==> config.mk <==
export PLATFORM = sky130hd
export DESIGN_NAME = fifo_umbral
export DESIGN_NICKNAME = d
export VERILOG_FILES = /design/src/rtl/fifo_umbral_pkg.sv /design/src/rtl/fifo_mem.sv /design/src/rtl/fifo_umbral.sv
export SDC_FILE = /design/constraint.sdc
export NUM_CORES = 1
export LEC_CHECK = 0
export CORE_MARGIN = 1
export CORE_UTILIZATION = 25
export DETAILED_ROUTE_END_ITERATION = 10
export GPL_TIMING_DRIVEN = 1
export MAX_ROUTING_LAYER = met4
export PLACE_DENSITY = 0.53
export SYNTH_ARGS = -nofsm -noshare
export SYNTH_HDL_FRONTEND = slang
export SYNTH_SLANG_ARGS = --single-unit
==> constraint.sdc <==
create_clock -name clk -period 2.7 [get_ports clk]
set_input_delay 0.54 -clock clk [delete_from_list [all_inputs] [get_ports clk]]
set_output_delay 0.54 -clock clk [all_outputs]
set_load 0.05 [all_outputs]
==> src/rtl/fifo_umbral_pkg.sv <==
// Shared definitions for the threshold FIFO: default geometry, pointer-width
// derivation, flag bundle and reset values used by both the design and its bench.
package fifo_umbral_pkg;

    localparam int unsigned DEF_BITNUMBER = 8;
    localparam int unsigned DEF_LENGTH    = 8;

    localparam int unsigned RST_DATA  = 0;
    localparam logic        RST_VALID = 1'b0;
    localparam logic        RST_ERROR = 1'b0;

    typedef struct packed {
        logic full;
        logic empty;
        logic almost_full;
        logic almost_empty;
    } flags_t;

    localparam flags_t RST_FLAGS = '{full: 1'b0, empty: 1'b1, almost_full: 1'b0, almost_empty: 1'b1};

    // Pointer width for a given depth; depth is always >= 2.
    function automatic int unsigned addr_width(input int unsigned depth);
        return (depth > 1) ? $clog2(depth) : 1;
    endfunction

endpackage

==> src/rtl/fifo_mem.sv <==
// Dual-port storage array: synchronous write, registered synchronous read.
// The array itself is never reset; only the read-data register is.
module fifo_mem
    import fifo_umbral_pkg::*;
#(
    parameter int unsigned W     = DEF_BITNUMBER,
    parameter int unsigned DEPTH = DEF_LENGTH,
    parameter int unsigned AW    = addr_width(DEF_LENGTH)
) (
    input  logic          clk,
    input  logic          rst,
    input  logic          we,
    input  logic [AW-1:0] waddr,
    input  logic [W-1:0]  wdata,
    input  logic          re,
    input  logic [AW-1:0] raddr,
    output logic [W-1:0]  rdata
);

    logic [W-1:0] mem_q [DEPTH];
    logic [W-1:0] rdata_d;
    logic [W-1:0] rdata_q;

    always_ff @(posedge clk) begin
        if (we) begin
            mem_q[waddr] <= wdata;
        end
    end

    // Read register holds its last word when no read is accepted.
    always_comb begin
        rdata_d = rdata_q;
        if (re) begin
            rdata_d = mem_q[raddr];
        end
    end

    always_ff @(posedge clk or posedge rst) begin
        if (rst) begin
            rdata_q <= W'(RST_DATA);
        end else begin
            rdata_q <= rdata_d;
        end
    end

    assign rdata = rdata_q;

endmodule

==> src/rtl/fifo_umbral.sv <==
// Single-clock FIFO with programmable almost-full/almost-empty thresholds
// and a sticky overflow/underflow error flag.
module fifo_umbral
    import fifo_umbral_pkg::*;
#(
    parameter int unsigned BITNUMBER = DEF_BITNUMBER,
    parameter int unsigned LENGTH    = DEF_LENGTH,
    localparam int unsigned ADDRW    = addr_width(LENGTH)
) (
    input  logic                 clk,
    input  logic                 reset,
    input  logic                 Fifo_wr,
    input  logic                 Fifo_rd,
    input  logic [BITNUMBER-1:0] Fifo_Data_in,
    input  logic [ADDRW:0]       umbral_alto,
    input  logic [ADDRW:0]       umbral_bajo,
    output logic [BITNUMBER-1:0] Fifo_Data_out,
    output logic                 valid_out,
    output logic                 full,
    output logic                 empty,
    output logic                 almost_full,
    output logic                 almost_empty,
    output logic                 error,
    output logic [ADDRW:0]       count
);

    localparam int unsigned      CNTW     = ADDRW + 1;
    localparam logic [CNTW-1:0]  CNT_FULL = CNTW'(LENGTH);
    localparam logic [ADDRW-1:0] PTR_LAST = ADDRW'(LENGTH - 1);

    logic [ADDRW-1:0] wr_ptr_d, wr_ptr_q;
    logic [ADDRW-1:0] rd_ptr_d, rd_ptr_q;
    logic [CNTW-1:0]  count_d, count_q;
    logic             error_d, error_q;
    logic             valid_d, valid_q;

    flags_t flags_c;
    logic   wr_acc_c;
    logic   rd_acc_c;

    // Flags decode straight from the occupancy register and live thresholds.
    always_comb begin
        flags_c              = RST_FLAGS;
        flags_c.full         = (count_q == CNT_FULL);
        flags_c.empty        = (count_q == '0);
        flags_c.almost_full  = (umbral_alto != '0) && (count_q >= umbral_alto);
        flags_c.almost_empty = (count_q <= umbral_bajo);
    end

    // A write into a full FIFO is still taken when a read frees the slot in the same cycle.
    assign wr_acc_c = Fifo_wr && (!flags_c.full || Fifo_rd);
    assign rd_acc_c = Fifo_rd && !flags_c.empty;

    always_comb begin
        wr_ptr_d = wr_ptr_q;
        rd_ptr_d = rd_ptr_q;
        count_d  = count_q;
        error_d  = error_q;
        valid_d  = rd_acc_c;

        if (wr_acc_c) begin
            wr_ptr_d = (wr_ptr_q == PTR_LAST) ? '0 : wr_ptr_q + ADDRW'(1);
        end
        if (rd_acc_c) begin
            rd_ptr_d = (rd_ptr_q == PTR_LAST) ? '0 : rd_ptr_q + ADDRW'(1);
        end

        unique case ({wr_acc_c, rd_acc_c})
            2'b10:   count_d = count_q + CNTW'(1);
            2'b01:   count_d = count_q - CNTW'(1);
            default: count_d = count_q;
        endcase

        if ((Fifo_wr && flags_c.full && !Fifo_rd) || (Fifo_rd && flags_c.empty)) begin
            error_d = 1'b1;
        end
    end

    always_ff @(posedge clk or posedge reset) begin
        if (reset) begin
            wr_ptr_q <= '0;
            rd_ptr_q <= '0;
            count_q  <= '0;
            error_q  <= RST_ERROR;
            valid_q  <= RST_VALID;
        end else begin
            wr_ptr_q <= wr_ptr_d;
            rd_ptr_q <= rd_ptr_d;
            count_q  <= count_d;
            error_q  <= error_d;
            valid_q  <= valid_d;
        end
    end

    fifo_mem #(
        .W     (BITNUMBER),
        .DEPTH (LENGTH),
        .AW    (ADDRW)
    ) u_mem (
        .clk   (clk),
        .rst   (reset),
        .we    (wr_acc_c),
        .waddr (wr_ptr_q),
        .wdata (Fifo_Data_in),
        .re    (rd_acc_c),
        .raddr (rd_ptr_q),
        .rdata (Fifo_Data_out)
    );

    assign full         = flags_c.full;
    assign empty        = flags_c.empty;
    assign almost_full  = flags_c.almost_full;
    assign almost_empty = flags_c.almost_empty;
    assign error        = error_q;
    assign valid_out    = valid_q;
    assign count        = count_q;

endmodule

; Yosys cells after proc, flatten, opt, wreduce, memory -nomap -nowiden
; Memories as Yosys holds them, arrays and structs flattened. A register that Yosys moved wholly into a read port is not among the register bits.
; Index checks and enable logic that the tools add are counted.
[classes]
addsub = 4
reduce_logical = 14
eq_ne = 5
mux = 5
n_lt_le_gt_ge = 2
[ops]
columns = op, count
row1 = one-hot mux 4 bit (2 select lines), 1
row2 = "adder 3 x 1 -> 3 bit, second input constant", 2
row3 = "== test 3 bit, second input constant", 2
row4 = logical AND 1 bit, 6
row5 = two-way mux 3 bit, 2
row6 = "adder 4 x 1 -> 4 bit, second input constant", 1
row7 = "== test 4 bit, second input constant", 1
row8 = >= comparator 4 bit, 1
row9 = <= comparator 4 bit, 1
row10 = zero test 4 bit, 1
row11 = nonzero test 4 bit, 1
row12 = "subtractor 4 x 1 -> 4 bit, second input constant", 1
row13 = zero test 1 bit, 3
row14 = "== test 2 x 1 -> 1 bit, second input constant", 1
row15 = "== test 2 bit, second input constant", 1
row16 = logical OR 1 bit, 2
row17 = two-way mux 1 bit, 2
row18 = nonzero test 2 bit, 1
[word_totals]
ramBits = 64
n_memories = 1
out_inout_bits = 18
in_bits = 20
ff_bits = 12
[mem_list]
columns = name, depth, word_bits, rd, rd_ports_with_merged_regs, write_ports, line
row1 = u_mem.mem_q, 8, 8, 1, 1, 1, fifo_mem.sv:20  ; logic [W-1:0] mem_q [DEPTH];

; Depth between registers and ports, before layout
; Gate-level depths: netlist (run 1).
[logic_depth]
word_depth = 6
depth_mapped = 12

; Cells and area by module
; A second synthesis (run 1) with hierarchy kept.
[hier_totals]
cells_unflattened = 254
area_unflattened_um2 = 3722.3
[by_module_without_submodules]
columns = module, n_inst, area_each_um2, cells_each
row1 = fifo_mem, 1, 2865.2, 170
row2 = fifo_umbral, 1, 857.1, 84

; Worst setup path after synthesis (run 1)
; Ideal clock, no wire load.
[synth_path]
kind = register to output
startpoint = reg count_q[1] (netlist: count[1])
endpoint = out almost_empty
slack_ns = -0.438
stages_incl_launch_ff = 6
arrival_ns = 2.598
required_ns = 2.160
path_cell_list = dfrtp_1 -> ha_1 -> nor2b_1 -> o21a_1 -> o21a_1 -> o21ai_0
[synth_via]
elab_chain_len = 1
[synth_lines]
columns = item, line
row1 = "start, declared", fifo_umbral.sv:33  ; logic [CNTW-1:0] count_d, count_q;
row2 = "start signal, assigned", fifo_umbral.sv:89  ; count_q <= count_d;
row3 = <= comparator 4 bit, fifo_umbral.sv:47  ; flags_c.almost_empty = (count_q <= umbral_bajo);
row4 = "end, declared", fifo_umbral.sv:22  ; output logic almost_empty,
; No other way between the ends.

; Final worst setup path (run 1)
[layout_path]
startpoint = in umbral_alto[0]
endpoint = out almost_full
[layout_via]
elab_chain_len = 2
elab_cells_between_ends = 3
cone_classes = 1 x order compare / 2 x reduce/logical
[layout_lines]
columns = item, line
row1 = "start, declared", fifo_umbral.sv:15  ; input logic [ADDRW:0] umbral_alto,
row2 = >= comparator 4 bit / nonzero test 4 bit (equally long branches), fifo_umbral.sv:46  ; flags_c.almost_full = (umbral_alto != '0) && (count_q >= umbral_alto);
row3 = logical AND 1 bit (*), fifo_umbral.sv:46
row4 = "end, declared", fifo_umbral.sv:21  ; output logic almost_full,
; Every way passes the cells marked *; elsewhere a longest branch is shown, timed or not.

==> impl_metrics.env, run 1 <==
export IMPL_diodes=0
export IMPL_maxCapViolations=0
export IMPL_stdcell_area_sq_mm=0.00460
export IMPL_synth_main_ff_cell="edfxtp_1"
export IMPL_clock_path_buffers=2
export IMPL_netSwitchingFraction_pct=37.1
export IMPL_layout_drive_gt1_share_pct=21.4
export IMPL_mostFrequentLayoutCells="edfxtp_1, clkdlybuf4s50_1, mux2_2, dfrtp_1, mux2i_1"
export IMPL_fin_cells=479
export IMPL_wl_met1_um=3340
export IMPL_port_buffers=37
export IMPL_whs_ns=0.477
export IMPL_final_core_util_pct=32.6
export IMPL_setup_viol=0
export IMPL_grt_pass1_vias=2017
export IMPL_antenna_found_initial=0
export IMPL_worstPathRequired_ns=2.16
export IMPL_wl_met3_um=224
export IMPL_finalHoldViolCount=0
export IMPL_rows=43
export IMPL_routed_wirelength_um=6960
export IMPL_cts_sinks=84
export IMPL_period_share_pct=96.5
export IMPL_track_usage_pct=10.1
export IMPL_synth_area_sq_mm=0.00367
export IMPL_initial_core_util_pct=26.0
export IMPL_io_pins=38
export IMPL_numCtsBuffers=9
export IMPL_synth_nets=277
export IMPL_status="finished, final reports clean"
export IMPL_met2WireLength_um=3300
export IMPL_peakVddDrop_uv=345
export IMPL_grt_pass1_wl_um=10900
export IMPL_p_comb_share_pct=41.8
export IMPL_setup_tns_ns=0
export IMPL_tightest_slew_ns=0.806
export IMPL_postSynthCellCount=242
export IMPL_worstPathArrival_ns=2.07
export IMPL_yosysWarnings=0
export IMPL_vias_per_cell=4.33
export IMPL_vias=2074
export IMPL_seqPwrFrac_pct=36.5
export IMPL_cts_tree="built"
export IMPL_clkPwrFrac_pct=21.7
export IMPL_min_path_type="flip-flop to flip-flop"
export IMPL_cp_end_kind="primary output"
export IMPL_crit_type="input port to primary output"
export IMPL_die_area_sq_mm=0.0152
export IMPL_final_antenna_net_count=0
export IMPL_die_x_um=123
export IMPL_h_tree_depth=3
export IMPL_max_freq_mhz=384
export IMPL_switching_power_mw=1.92
export IMPL_coreArea_sq_mm=0.0141
export IMPL_hpwl_um=4760
export IMPL_skew_ns=0.00534
export IMPL_slew_viol_final=0
export IMPL_area_growth_pct=25.5
export IMPL_start_kind="input port"
export IMPL_slew_headroom_pct=46.2
export IMPL_synth_async_reset_ratio_pct=23.8
export IMPL_synth_area_per_cell_sq_um=15.2
export IMPL_ys_types=36
export IMPL_grt_remaining_overflow=0
export IMPL_clkTransAtPathRegs_ns=0.06
export IMPL_power_density_mw_per_mm2=1130
export IMPL_route_detailed_drc=0
export IMPL_path_max_fanout=2
export IMPL_layout_nets=329
export IMPL_topRoutingLayerUsed="met4"
export IMPL_drtIter0Drc=101
export IMPL_synth_seq_cells=84
export IMPL_p_leak_nw=1.71
export IMPL_rsz0062_at_grt="no"
export IMPL_grt_start_max_net_pins=36
export IMPL_layout_cells_most_common="edfxtp_1"
export IMPL_synth_edf_count=64
export IMPL_p_int_mw=3.26
export IMPL_wl_per_cell_um=14.5
export IMPL_die_y_um=123
export IMPL_clk_latency_ns=0.33
export IMPL_period_needed_ns=2.61
export IMPL_dpl_instance_area_sq_mm=0.00430
export IMPL_drt_pass1_iterations=4
export IMPL_root_buffer="clkbuf_16"
export IMPL_dp_cells=463
export IMPL_gp_congestion=0.718
export IMPL_ys_seq_area_share_pct=66.1
## area by class of cell
class	instances	area [sq um]
Sequential cell	84	2430
Timing Repair Buffer	50	474
Clock inverter	5	35.0
Clock buffer	11	243
Tap cell	180	225
Multi-Input combinational cell	138	1160
Inverter	11	41.3
Fill cell	1392	9490
## logic make-up (layout without fill, tap and decap cells)
group	count (synthesis)	after routing	share of synthesized area (%)
adder cells (fa/ha/maj)	15	15	5.12
XOR/XNOR	5	5	1.19
flip-flops	84	84	66.1
multiplexers	37	37	11.0
AO/OA/AOI/OAI	40	40	8.12
buffers and inverters	20	77	3.10
AND/OR/NAND/NOR	41	41	5.39
## power by group through the flow
stage | sequential, mW | clock, mW | combinational, mW
after detailed placement | 1.93 | 0 | 2.16
after global routing | 1.94 | 1.21 | 2.35
after floorplan | 2.24 | 0 | 1.19
after global placement | 1.91 | 0 | 2.13
final | 1.89 | 1.13 | 2.17
after CTS | 1.90 | 1.16 | 2.17
## critical path, cell delays in order
cell             delay, ns
clkdlybuf4s50_1       0.43
ha_1                  0.29
nand2b_1              0.14
a21o_1                0.19
a211oi_2              0.23
nor3_2                0.08
buf_6                 0.17
## final timing paths
path                                             from                         end  slack (ns)  cells past startpoint
min                        u_mem.rdata[6]$_DFFE_PP0P_  u_mem.rdata[6]$_DFFE_PP0P_        0.48                      2
max                                    umbral_alto[0]                 almost_full        0.09                      7
max reg2reg                      count[0]$_DFFE_PP0P_        count[2]$_DFFE_PP0P_        0.35                     10
min in group asynchronous                       reset     rd_ptr_q[0]$_DFFE_PP0P_        0.68                      2
min reg2reg                u_mem.rdata[6]$_DFFE_PP0P_  u_mem.rdata[6]$_DFFE_PP0P_        0.48                      2
max in group asynchronous                       reset        count[0]$_DFFE_PP0P_        1.46                      2
## synth_stat cells (3+ instances only)
| cell type | count | area share, % |
|---|---|---|
| dfrtp_1 | 20 | 14 |
| nand2_1 | 10 | 1.0 |
| ha_1 | 15 | 5.1 |
| a221o_1 | 8 | 2.2 |
| a21oi_1 | 3 | 0.41 |
| o22ai_1 | 8 | 1.4 |
| mux2_2 | 19 | 5.8 |
| o21ai_0 | 9 | 1.2 |
| nand2b_1 | 5 | 0.85 |
| edfxtp_1 | 64 | 52 |
| nor2_1 | 11 | 1.1 |
| nor3_1 | 7 | 0.96 |
| buf_6 | 4 | 1.2 |
| xor2_1 | 3 | 0.72 |
| mux2i_1 | 16 | 4.4 |
| inv_1 | 11 | 1.1 |
## flip-flops by register name (all words and copies together), names as in the netlist
signal and flops:
u_mem.mem_q 64, u_mem.rdata 8, count 4, rd_ptr_q 3, wr_ptr_q 3, error 1, valid_out 1
## repair_timing
item / 4_1_cts / 5_1_grt
setup endpoints to repair: 1 / 2
resized for setup: 1 / 3
hold buffers: 0 / 0
setup buffers: 0 / 0
pin swaps: 0 / 2
## metal layers
| layer | global-route usage, % | up-vias |
|---|---|---|
| li1 | - | 1022 |
| met1 | 13.1 | 1018 |
| met2 | 15.2 | 27 |
| met3 | 2.54 | 7 |
| met4 | 4.07 | 0 |
| met5 | - | - |
## stage by stage
step           total power [mW]  worst slack, ns
2_1_floorplan              3.43           0.0237
3_3_place_gp               4.04           0.0248
3_5_place_dp               4.08         -0.00184
4_1_cts                    5.23           0.0262
5_1_grt                    5.49           0.0274
6_report                   5.18           0.0949
Note: power is estimated with default switching activity, not from simulation.
==> run 2, diff against run 1 <==
--- a/config.mk
+++ b/config.mk
@@ -9,6 +9,7 @@
 export CORE_UTILIZATION = 25
 export DETAILED_ROUTE_END_ITERATION = 10
 export GPL_TIMING_DRIVEN = 1
+export HOLD_SLACK_MARGIN = 0.08
 export MAX_ROUTING_LAYER = met4
 export PLACE_DENSITY = 0.53
 export SYNTH_ARGS = -nofsm -noshare
==> results of run 2 <==
Same layout as run 1: the final DEF is identical, and so are final timing and power.
==> run 3, diff against run 2 <==
==> constraint.sdc (replaced) <==
create_clock -name clk -period 2.7 [get_ports clk]
set_input_delay 0.405 -clock clk [delete_from_list [all_inputs] [get_ports clk]]
set_output_delay 0.405 -clock clk [all_outputs]
set_load 0.05 [all_outputs]
==> impl_metrics.env, run 3 (synthesis gave the netlist of run 1 again) <==
export IMPL_start_kind="input port"
export IMPL_dpl_instance_area_sq_mm=0.00428
export IMPL_cts_resized=0
export IMPL_min_delay_start="u_mem.rdata[7]$_DFFE_PP0P_"
export IMPL_cp_startpoint="umbral_bajo[1]"
export IMPL_wl_per_cell_um=14.7
export IMPL_fill_cells=1356
export IMPL_cts_sinks=84
export IMPL_coreArea_sq_mm=0.0141
export IMPL_initial_core_util_pct=26.0
export IMPL_period_needed_ns=2.47
export IMPL_die_area_sq_mm=0.0152
export IMPL_grt_start_max_net_pins=36
export IMPL_cts_hold_buf=0
export IMPL_max_stage_delay_ns=0.46
export IMPL_dp_cells=460
export IMPL_antenna_found_initial=0
export IMPL_cts_tree="built"
export IMPL_crit_type="input port to primary output"
export IMPL_layout_cells_most_common="edfxtp_1"
export IMPL_numCtsBuffers=9
export IMPL_die_x_um=123
export IMPL_routed_wirelength_um=7000
export IMPL_route_detailed_drc=0
export IMPL_cts_setup_buffers=0
export IMPL_hpwl_um=4880
export IMPL_pre_cts_slack_ns=0.216
export IMPL_die_y_um=123
export IMPL_track_usage_pct=10.4
export IMPL_setup_viol=0
export IMPL_port_buffers=37
export IMPL_worstPathBufferInverterCount=3
export IMPL_finalHoldViolCount=0
export IMPL_r2r_start="count[0]$_DFFE_PP0P_"
export IMPL_worstPathRequired_ns=2.30
export IMPL_gp_congestion=0.727
export IMPL_cp_depth=8
export IMPL_vias_per_cell=4.37
export IMPL_status="finished, final reports clean"
export IMPL_cpMaxStageDelayCell="clkdlybuf4s50_1"
export IMPL_drtIter0Drc=122
export IMPL_final_core_util_pct=32.6
export IMPL_skew_ns=0.00791
export IMPL_drt_pass1_iterations=4
export IMPL_whs_ns=0.477
export IMPL_maxCapViolations=0
export IMPL_tightest_slew_ns=0.801
export IMPL_root_buffer="clkbuf_16"
export IMPL_rows=43
export IMPL_min_path_type="flip-flop to flip-flop"
export IMPL_largest_register="u_mem.mem_q"
export IMPL_layout_nets=326
export IMPL_rr_worst_depth=10
export IMPL_diodes=0
export IMPL_r2r_slack_ns=0.28
export IMPL_rsz0062_at_grt="no"
export IMPL_p_leak_nw=1.71
export IMPL_grt_pass1_vias=2108
export IMPL_stdcell_area_sq_mm=0.00460
export IMPL_cp_end_kind="primary output"
export IMPL_worstPathArrival_ns=2.07
export IMPL_path_max_fanout=2
export IMPL_grt_pass1_wl_um=11200
export IMPL_holdPathStages=2
export IMPL_r2r_end="count[2]$_DFFE_PP0P_"
export IMPL_slew_viol_final=0
export IMPL_slew_headroom_pct=46.5
export IMPL_final_antenna_net_count=0
export IMPL_clock_path_buffers=2
export IMPL_clkTransAtPathRegs_ns=0.06
export IMPL_timing_final_ws_setup_ns=0.230
export IMPL_clk_latency_ns=0.34
export IMPL_power_mw=5.31
export IMPL_largest_reg_flops=64
export IMPL_h_tree_depth=3
export IMPL_crit_top_cell="o21a_1"
export IMPL_setup_tns_ns=0
export IMPL_worstPathCellList="clkdlybuf4s50_1 > inv_1 > ha_1 > nor2b_1 > o21a_1 > o21a_1 > o21ai_1 > buf_12"
export IMPL_area_growth_pct=25.4
export IMPL_layout_drive_gt1_share_pct=19.6
export IMPL_io_pins=38
export IMPL_fin_cells=476
export IMPL_max_freq_mhz=405
export IMPL_mostFrequentLayoutCells="edfxtp_1, clkdlybuf4s50_1, mux2_2, dfrtp_1, mux2i_1"
export IMPL_vias=2081
export IMPL_power_density_mw_per_mm2=1150
export IMPL_min_to="u_mem.rdata[7]$_DFFE_PP0P_"
export IMPL_peakVddDrop_uv=366
export IMPL_period_share_pct=91.5
export IMPL_path_delay_family="buffers and inverters"
export IMPL_grt_remaining_overflow=0
==> run 3: cell count changes in the layout (fill, tap and decap cells not counted), sizes merged <==
cell	before	now
buf	17	14
bufinv	0	1
clkbuf	11	12
clkinv	3	1
==> run 3: power breakdown <==
group | switching (mW) | internal [mW]
clock network | 0.494 | 0.803
logic | 1.23 | 0.883
registers | 0.193 | 1.70
==> run 3: area by class of cell <==
type	count	area (sq um)	share of cell area [%]
Timing Repair Buffer	47	448	9.74
Clock buffer	12	268	5.82
Tap cell	180	225	4.90
Inverter	11	41.3	0.898
Sequential cell	84	2430	52.7
Clock inverter	4	55.1	1.20
Multi-Input combinational cell	138	1140	24.7
==> run 3: per-layer routing <==
metal	GRT usage, %	share of wire [%]
met3	3.04	5.7
met2	15.3	45
met5	-	0
met1	13.5	47
met4	3.84	1.6
==> run 3: how the worst max path moves through the flow <==
stage,end,slack (ns)
CTS,almost_empty,0.22
global placement,count[2]$_DFFE_PP0P_,0.24
global route,almost_full,0.13
finish,almost_empty,0.23
detailed placement,count[2]$_DFFE_PP0P_,0.22
floorplan,count[2]$_DFFE_PP0P_,0.02
==> run 3: worst reg2reg max path: cells and delay by family, from the launching register on <==
family          cells  cell delay [ns]
compound gates      2             0.32
simple gates        2             0.50
flops               1             0.45
buf+inv             1             0.18
fa+ha+maj           2             0.46
xor+xnor            3             0.39
